$ cat config.mk
export PLATFORM = sky130hd
export DESIGN_NAME = apb5_completer_regs_flat
export DESIGN_NICKNAME = d
export VERILOG_FILES = /design/src/rtl/apb5_completer_regs_if.sv /design/src/rtl/apb5_completer_regs.sv /design/src/flat_wrapper.sv
export SDC_FILE = /design/constraint.sdc
export NUM_CORES = 1
export LEC_CHECK = 0
export CAP_MARGIN = 20
export CORE_UTILIZATION = 35
export CTS_CLUSTER_DIAMETER = 50
export DETAILED_ROUTE_END_ITERATION = 8
export HOLD_SLACK_MARGIN = 0.03
export SYNTH_ARGS = -nofsm -noshare
export SYNTH_HDL_FRONTEND = slang
export SYNTH_SLANG_ARGS = --single-unit
$ cat constraint.sdc
create_clock -name pclk -period 2.1 [get_ports pclk]
set_clock_uncertainty 0.1 [all_clocks]
set_input_delay 0.21 -clock pclk [delete_from_list [all_inputs] [get_ports pclk]]
set_output_delay 0.21 -clock pclk [all_outputs]
set_load 0.05 [all_outputs]
$ cat src/rtl/apb5_completer_regs_if.sv
// APB5 completer-side bus bundle: requester drives the request/user fields,
// the completer returns ready, read data, error, user echo and the sticky violation flag.
interface apb5_if #(
    parameter int ADDR_WIDTH      = 12,
    parameter int DATA_WIDTH      = 32,
    parameter int USER_REQ_WIDTH  = 4,
    parameter int USER_DATA_WIDTH = 8,
    parameter int USER_RESP_WIDTH = 2
);
    logic                       psel;
    logic                       penable;
    logic [ADDR_WIDTH-1:0]      paddr;
    logic                       pwrite;
    logic [DATA_WIDTH-1:0]      pwdata;
    logic [DATA_WIDTH/8-1:0]    pstrb;
    logic [2:0]                 pprot;
    logic [USER_REQ_WIDTH-1:0]  pauser;
    logic [USER_DATA_WIDTH-1:0] pwuser;
    logic                       pready;
    logic [DATA_WIDTH-1:0]      prdata;
    logic                       pslverr;
    logic [USER_DATA_WIDTH-1:0] pruser;
    logic [USER_RESP_WIDTH-1:0] pbuser;
    logic                       proto_err;

    modport master (
        output psel, penable, paddr, pwrite, pwdata, pstrb, pprot, pauser, pwuser,
        input  pready, prdata, pslverr, pruser, pbuser, proto_err
    );

    modport slave (
        input  psel, penable, paddr, pwrite, pwdata, pstrb, pprot, pauser, pwuser,
        output pready, prdata, pslverr, pruser, pbuser, proto_err
    );
endinterface

$ cat src/rtl/apb5_completer_regs.sv
// APB5 completer with a word-addressed register file, byte strobes, a secure-write register 0,
// programmable wait states, user-tag storage/echo and a sticky protocol-violation flag.
module apb5_completer_regs #(
    parameter int ADDR_WIDTH      = 12,
    parameter int DATA_WIDTH      = 32,
    parameter int NUM_REGS        = 16,
    parameter int WAIT_STATES     = 0,
    parameter int USER_REQ_WIDTH  = 4,
    parameter int USER_DATA_WIDTH = 8,
    parameter int USER_RESP_WIDTH = 2
) (
    input logic  pclk,
    input logic  presetn,
    apb5_if.slave bus
);
    localparam int IDX_W = $clog2(NUM_REGS);
    localparam int NB    = DATA_WIDTH / 8;

    typedef enum logic {IDLE, ACCESS} state_e;

    state_e                     state_q, state_d;
    logic [3:0]                 cnt_q, cnt_d;
    logic                       proto_err_q;
    logic [ADDR_WIDTH-1:0]      addr_q;
    logic                       write_q;
    logic [DATA_WIDTH-1:0]      wdata_q;
    logic [NB-1:0]              strb_q;
    logic                       err_q;
    logic [DATA_WIDTH-1:0]      rdata_q;
    logic [USER_DATA_WIDTH-1:0] ruser_q;
    logic [USER_RESP_WIDTH-1:0] buser_q;

    logic [DATA_WIDTH-1:0]      regs_q [NUM_REGS];
    logic [USER_DATA_WIDTH-1:0] tags_q [NUM_REGS];

    logic                  setup, access_ok, pready, capture, commit, proto_set, setup_err;
    logic [ADDR_WIDTH-3:0] setup_idx;
    logic [IDX_W-1:0]      rd_idx, wr_idx;
    logic                  unused_bits;

    assign setup     = bus.psel & ~bus.penable;
    assign access_ok = bus.psel & bus.penable;
    assign pready    = (state_q == ACCESS) && (cnt_q == 4'd0);
    assign setup_idx = bus.paddr[ADDR_WIDTH-1:2];
    assign rd_idx    = bus.paddr[IDX_W+1:2];
    assign wr_idx    = addr_q[IDX_W+1:2];
    // pprot[1] is the only protection bit that matters; pauser is echoed only in its low bits.
    assign unused_bits = ^{bus.pprot, bus.pauser};

    assign setup_err = (32'(setup_idx) >= NUM_REGS)
                     | (bus.paddr[1:0] != 2'b00)
                     | (!bus.pwrite && bus.pstrb != '0)
                     | (bus.pwrite && setup_idx == '0 && bus.pprot[1]);

    // NOTE: every always_comb output gets a default first, so no path can infer a latch.
    always_comb begin
        state_d   = state_q;
        cnt_d     = cnt_q;
        capture   = 1'b0;
        commit    = 1'b0;
        proto_set = 1'b0;
        case (state_q)
            IDLE: begin
                if (setup) begin
                    state_d = ACCESS;
                    cnt_d   = 4'(WAIT_STATES);
                    capture = 1'b1;
                end else if (access_ok) begin
                    proto_set = 1'b1;
                end
            end
            ACCESS: begin
                if (!access_ok) begin
                    proto_set = 1'b1;
                    state_d   = IDLE;
                end else begin
                    if (bus.paddr != addr_q || bus.pwrite != write_q ||
                        bus.pwdata != wdata_q || bus.pstrb != strb_q)
                        proto_set = 1'b1;
                    if (cnt_q == 4'd0) begin
                        state_d = IDLE;
                        commit  = write_q & ~err_q;
                    end else begin
                        cnt_d = cnt_q - 4'd1;
                    end
                end
            end
            default: state_d = IDLE;
        endcase
    end

    // NOTE: sequential state uses non-blocking assignments so every register samples pre-edge values.
    always_ff @(posedge pclk or negedge presetn) begin
        if (!presetn) begin
            state_q     <= IDLE;
            cnt_q       <= '0;
            proto_err_q <= 1'b0;
        end else begin
            state_q     <= state_d;
            cnt_q       <= cnt_d;
            proto_err_q <= proto_err_q | proto_set;
        end
    end

    always_ff @(posedge pclk or negedge presetn) begin
        if (!presetn) begin
            addr_q  <= '0;
            write_q <= 1'b0;
            wdata_q <= '0;
            strb_q  <= '0;
            err_q   <= 1'b0;
            rdata_q <= '0;
            ruser_q <= '0;
            buser_q <= '0;
        end else if (capture) begin
            addr_q  <= bus.paddr;
            write_q <= bus.pwrite;
            wdata_q <= bus.pwdata;
            strb_q  <= bus.pstrb;
            err_q   <= setup_err;
            rdata_q <= (!setup_err && !bus.pwrite) ? regs_q[rd_idx] : '0;
            ruser_q <= (!setup_err && !bus.pwrite) ? tags_q[rd_idx] : '0;
            buser_q <= bus.pauser[USER_RESP_WIDTH-1:0];
        end
    end

    // NOTE: the register file is reset because its contents are architecturally defined as 0 after reset.
    always_ff @(posedge pclk or negedge presetn) begin
        if (!presetn) begin
            for (int r = 0; r < NUM_REGS; r++) begin
                regs_q[r] <= '0;
                tags_q[r] <= '0;
            end
        end else if (commit) begin
            for (int b = 0; b < NB; b++)
                if (strb_q[b]) regs_q[wr_idx][8*b +: 8] <= wdata_q[8*b +: 8];
            if (strb_q != '0) tags_q[wr_idx] <= bus.pwuser;
        end
    end

    // Response fields are gated so they read 0 everywhere except the completion cycle.
    assign bus.pready    = pready;
    assign bus.prdata    = pready ? rdata_q : '0;
    assign bus.pruser    = pready ? ruser_q : '0;
    assign bus.pbuser    = pready ? buser_q : '0;
    assign bus.pslverr   = pready & err_q;
    assign bus.proto_err = proto_err_q;
endmodule
$ cat src/flat_wrapper.sv
// flat-port wrapper written by rule: the top's interface ports become plain ports
module apb5_completer_regs_flat 
#(
    parameter int ADDR_WIDTH      = 12,
    parameter int DATA_WIDTH      = 32,
    parameter int NUM_REGS        = 16,
    parameter int WAIT_STATES     = 0,
    parameter int USER_REQ_WIDTH  = 4,
    parameter int USER_DATA_WIDTH = 8,
    parameter int USER_RESP_WIDTH = 2
)
  (pclk, presetn, bus_psel, bus_penable, bus_paddr, bus_pwrite, bus_pwdata, bus_pstrb, bus_pprot, bus_pauser, bus_pwuser, bus_pready, bus_prdata, bus_pslverr, bus_pruser, bus_pbuser, bus_proto_err);
  apb5_if #(.ADDR_WIDTH(ADDR_WIDTH), .DATA_WIDTH(DATA_WIDTH), .USER_REQ_WIDTH(USER_REQ_WIDTH), .USER_DATA_WIDTH(USER_DATA_WIDTH), .USER_RESP_WIDTH(USER_RESP_WIDTH)) bus_i ();
  input logic pclk;
  input logic presetn;
  input wire logic [$bits(bus_i.psel)-1:0] bus_psel;
  input wire logic [$bits(bus_i.penable)-1:0] bus_penable;
  input wire logic [$bits(bus_i.paddr)-1:0] bus_paddr;
  input wire logic [$bits(bus_i.pwrite)-1:0] bus_pwrite;
  input wire logic [$bits(bus_i.pwdata)-1:0] bus_pwdata;
  input wire logic [$bits(bus_i.pstrb)-1:0] bus_pstrb;
  input wire logic [$bits(bus_i.pprot)-1:0] bus_pprot;
  input wire logic [$bits(bus_i.pauser)-1:0] bus_pauser;
  input wire logic [$bits(bus_i.pwuser)-1:0] bus_pwuser;
  output wire logic [$bits(bus_i.pready)-1:0] bus_pready;
  output wire logic [$bits(bus_i.prdata)-1:0] bus_prdata;
  output wire logic [$bits(bus_i.pslverr)-1:0] bus_pslverr;
  output wire logic [$bits(bus_i.pruser)-1:0] bus_pruser;
  output wire logic [$bits(bus_i.pbuser)-1:0] bus_pbuser;
  output wire logic [$bits(bus_i.proto_err)-1:0] bus_proto_err;
  assign bus_i.psel = bus_psel;
  assign bus_i.penable = bus_penable;
  assign bus_i.paddr = bus_paddr;
  assign bus_i.pwrite = bus_pwrite;
  assign bus_i.pwdata = bus_pwdata;
  assign bus_i.pstrb = bus_pstrb;
  assign bus_i.pprot = bus_pprot;
  assign bus_i.pauser = bus_pauser;
  assign bus_i.pwuser = bus_pwuser;
  assign bus_pready = bus_i.pready;
  assign bus_prdata = bus_i.prdata;
  assign bus_pslverr = bus_i.pslverr;
  assign bus_pruser = bus_i.pruser;
  assign bus_pbuser = bus_i.pbuser;
  assign bus_proto_err = bus_i.proto_err;
  apb5_completer_regs #(.ADDR_WIDTH(ADDR_WIDTH), .DATA_WIDTH(DATA_WIDTH), .NUM_REGS(NUM_REGS), .WAIT_STATES(WAIT_STATES), .USER_REQ_WIDTH(USER_REQ_WIDTH), .USER_DATA_WIDTH(USER_DATA_WIDTH), .USER_RESP_WIDTH(USER_RESP_WIDTH)) u_core (.pclk(pclk), .presetn(presetn), .bus(bus_i));
endmodule
==> impl_metrics.csv <==
group,metric,value,unit
timing,worst_slew_pin_slew,0.894,ns
floorplan,core_area,93700,sq um
setup_path,worstSetupPathDepth,7,
setup_path,cpMostUsedCell,"buf_12",
setup_path,crit_type,"reg -> out",
yosys,yosysWarnings,0,
yosys,synth.area.top_cells,"dfrtp_1 (56%), mux2_2 (21%), mux4_2 (11%), nand2_1 (2.6%), a22oi_1 (1.8%)",
setup_path,cp-end-kind,"output pin",
timing,rsz0062_at_grt,"yes",
global_route,gr-total-overflow,0,
drt,drt.antenna.violating_nets,0,
final_layout,regArea,18500,sq um
drt,routed_wl,94.3,mm
floorplan,die_area,96300,sq um
drt,vias,20774,
setup_path,r2r-end,"u_core.tags_q[34]",
yosys,synthCells,2273,
timing,setup_viol,686,
setup_path,path_cells,"inv_2 -> ha_4 -> and4bb_4 -> buf_12 -> buf_12 -> and2_4 -> buf_12",
yosys,seq_area_frac_synth,0.555,
final_layout,fin_nets,2667,
yosys,syn-num-nets,2342,
setup_path,required,1.79,ns
yosys,netlist_area,33300,sq um
final_layout,antenna_cells,0,
setup_path,endpoint,"bus_prdata[1]",
global_route,antenna_found_initial,1,
timing,fin_ws,-0.429,ns
floorplan,die_x,310,microns
clocking,cts_made_buffers,94,
run_status,status,"complete, but fails checks",
yosys,ys_types,40,
clocking,path_clk_slew,0.06,ns
final_layout,layout_common_cells,"dfrtp_1 (738), mux2_2 (604), nand2_1 (188)",
global_route,grt_start_max_net_pins,113,
setup_path,worst_r2r_path_depth,12,
drt,drc,0,
final_layout,final_common_cell,"dfrtp_1",
floorplan,start_util,0.355,
placement,pre_cts_slack,-0.545,ns
yosys,avgSynthCellArea,14.6,sq um
timing,maxSlewViolCount,0,
floorplan,die_h,310,microns
flow_run,drv_cap,0,
global_route,grt_pass1_wl,144,mm
timing,finalCritPeriodShare,1.20,
run_status,violations,"negative setup slack",
min_path,hold_class,"in -> async",
setup_path,path_buf_inv,4,
drt,post_drt_wl_per_cell,24.0,microns
clocking,cts_sinks,738,
setup_path,r2r_setup_slack,-0.42,ns
drt,drt_iter0_drc,1392,
yosys,yosys.area.top_type,"dfrtp_1",
timing,fmax,395,MHz
final_layout,syn2layout_area_growth,31.3,%
global_route,first_global_vias,22654,
drt,drt_pass1_iterations,5,
floorplan,rows,112,
setup_path,setup.worst_path.start_class,"register",
placement,gp_congestion,0.852,
setup_path,slowest_stage,"dfrtp_1",
setup_path,rr_startpoint,"u_core.cnt_q[1]",
setup_path,cp-startpoint,"u_core.cnt_q[1]",
clocking,htree_levels,3,
setup_path,crit_fanout,11,
clocking,cts_tree,"done",
power,leakage,0.0210,uW
clocking,cts_max_path_buffers,3,
final_layout,multi_input_area,15400,sq um
power,power_density,794,nW/um^2
clocking,cts-root-buf,"clkbuf_16",
placement,dpl.cell_count,3724,
yosys,synth_top_cell_area_share,0.555,
setup_path,arrival,2.22,ns
placement,io_buffers,108,
timing,hold_viol_final,0,
setup_path,cp_top_family,"buffers and inverters",
clocking,insertion_delay,0.66,ns
floorplan,io_pins,113,
global_route,grt_use_total,0.201,
final_layout,nFillCells,7955,
final_layout,stdcell_count,3927,
timing,finalCriticalPeriod,2.53,ns
timing,maxSlewHeadroom,0.402,
final_layout,drive_gt1_frac,0.533,
drt,avgViaCountPerCell,5.29,
yosys,synth-seq-cells,738,
setup_path,critPathMaxStageDelay,0.41,ns
power,max-vdd-ir-drop,568,uV
placement,hpwl,64.0,mm
## through the flow
stage	power, uW	area [sq um]	utilization	hold WS [ns]	setup TNS (ns)
finish	34700	43700	0.466	0.0568	-210.86
global route	35900	43700	0.466	0.0666	-242.55
CTS	34900	43500	0.464	0.0367	-175.79
detailed placement	17900	38700	0.412	-0.0238	-236.07
global placement	17800	38700	0.412	-0.0232	-222.36
floorplan	16100	33300	-	-0.186	-25.89
## cell type report
cell class,instances,share of cell area
inverters,9,0.000774
repair buffers,392,0.114
flip-flops and latches,738,0.423
clock inverters,48,0.0144
well taps,1254,0.0359
clock buffers,123,0.0596
multi-input cells,1363,0.353
## per-layer routing
metal / routed length, microns / vias to the layer above / global-route usage
li1: - / 8983 / -
met4: 2980 / 0 / 0.0735
met5: 0 / - / 0
met3: 5380 / 142 / 0.0439
met2: 45100 / 503 / 0.319
met1: 40800 / 11146 / 0.270
## worst register-to-register path: stages (launching register included)
cell and delay (ns):
dfrtp_1 0.41, inv_2 0.10, ha_4 0.13, and4bb_4 0.29
buf_12 0.15, buf_4 0.12, buf_6 0.10, nand2_8 0.07
nor3_4 0.18, buf_6 0.16, buf_12 0.11, nand2_8 0.09
mux2_4 0.37
## power by group
part | internal [uW] | leakage, uW | switching, uW
Sequential | 14400 | 0.0102 | 149
Combinational | 1290 | 0.00924 | 2340
Clock | 10100 | 0.00156 | 6400
## how the worst min path moves through the flow
stage / from / to / depth (start not counted)
2_1_floorplan: presetn / u_core.addr_q[0] / 0
3_3_place_gp: presetn / u_core.regs_q[315] / 1
3_5_place_dp: presetn / u_core.regs_q[315] / 1
4_1_cts: presetn / u_core.regs_q[314] / 3
5_1_grt: presetn / u_core.regs_q[314] / 3
6_report: presetn / u_core.regs_q[445] / 3
## flip-flops by register name, indices dropped and copies added (netlist names)
register	cells
u_core.ruser_q	8
u_core.wdata_q	32
u_core.strb_q	4
u_core.buser_q	2
u_core.addr_q	12
u_core.rdata_q	32
u_core.state_q	1
u_core.regs_q	512
u_core.write_q	1
u_core.tags_q	128
u_core.cnt_q	4
u_core.err_q	1
u_core.bus.proto_err	1
## synthesized netlist by cell type, drive strengths merged
cell,number
a221oi,1
xor2,14
and4b,1
nand4b,3
nand4,12
a222oi,1
a21boi,1
nor4,11
nand2,269
ha,1
or3b,1
clkbuf,116
a22o,40
nor4b,2
inv,9
mux2,640
buf,47
nand2b,2
a22oi,80
a2bb2oi,1
nor2,20
nor3,6
mux4,160
or4,1
a2111oi,1
nor2b,4
o21ai,9
dfrtp,738
xnor2,31
nand3,2
and4bb,1
and2,46
o22ai,2
## logic make-up after synthesis
group / synth area share
adders and majority gates: 0.000376
xor gates and xnor gates: 0.0119
AOI/OAI and AO/OA: 0.0316
buffers and inverters: 0.0206
and+or+nand+nor: 0.0552
muxes: 0.325
DFF: 0.555
## what timing repair did
item / CTS / global route
pin swaps: 23 / 4
hold buffers: 15 / 0
hold endpoints to repair: 751 / 0
cloned: 2 / 0
buffers inserted: 15 / 5
gates resized for setup: 292 / 19
setup endpoints to repair: 685 / 687
Power figures use the tool's default switching activity.
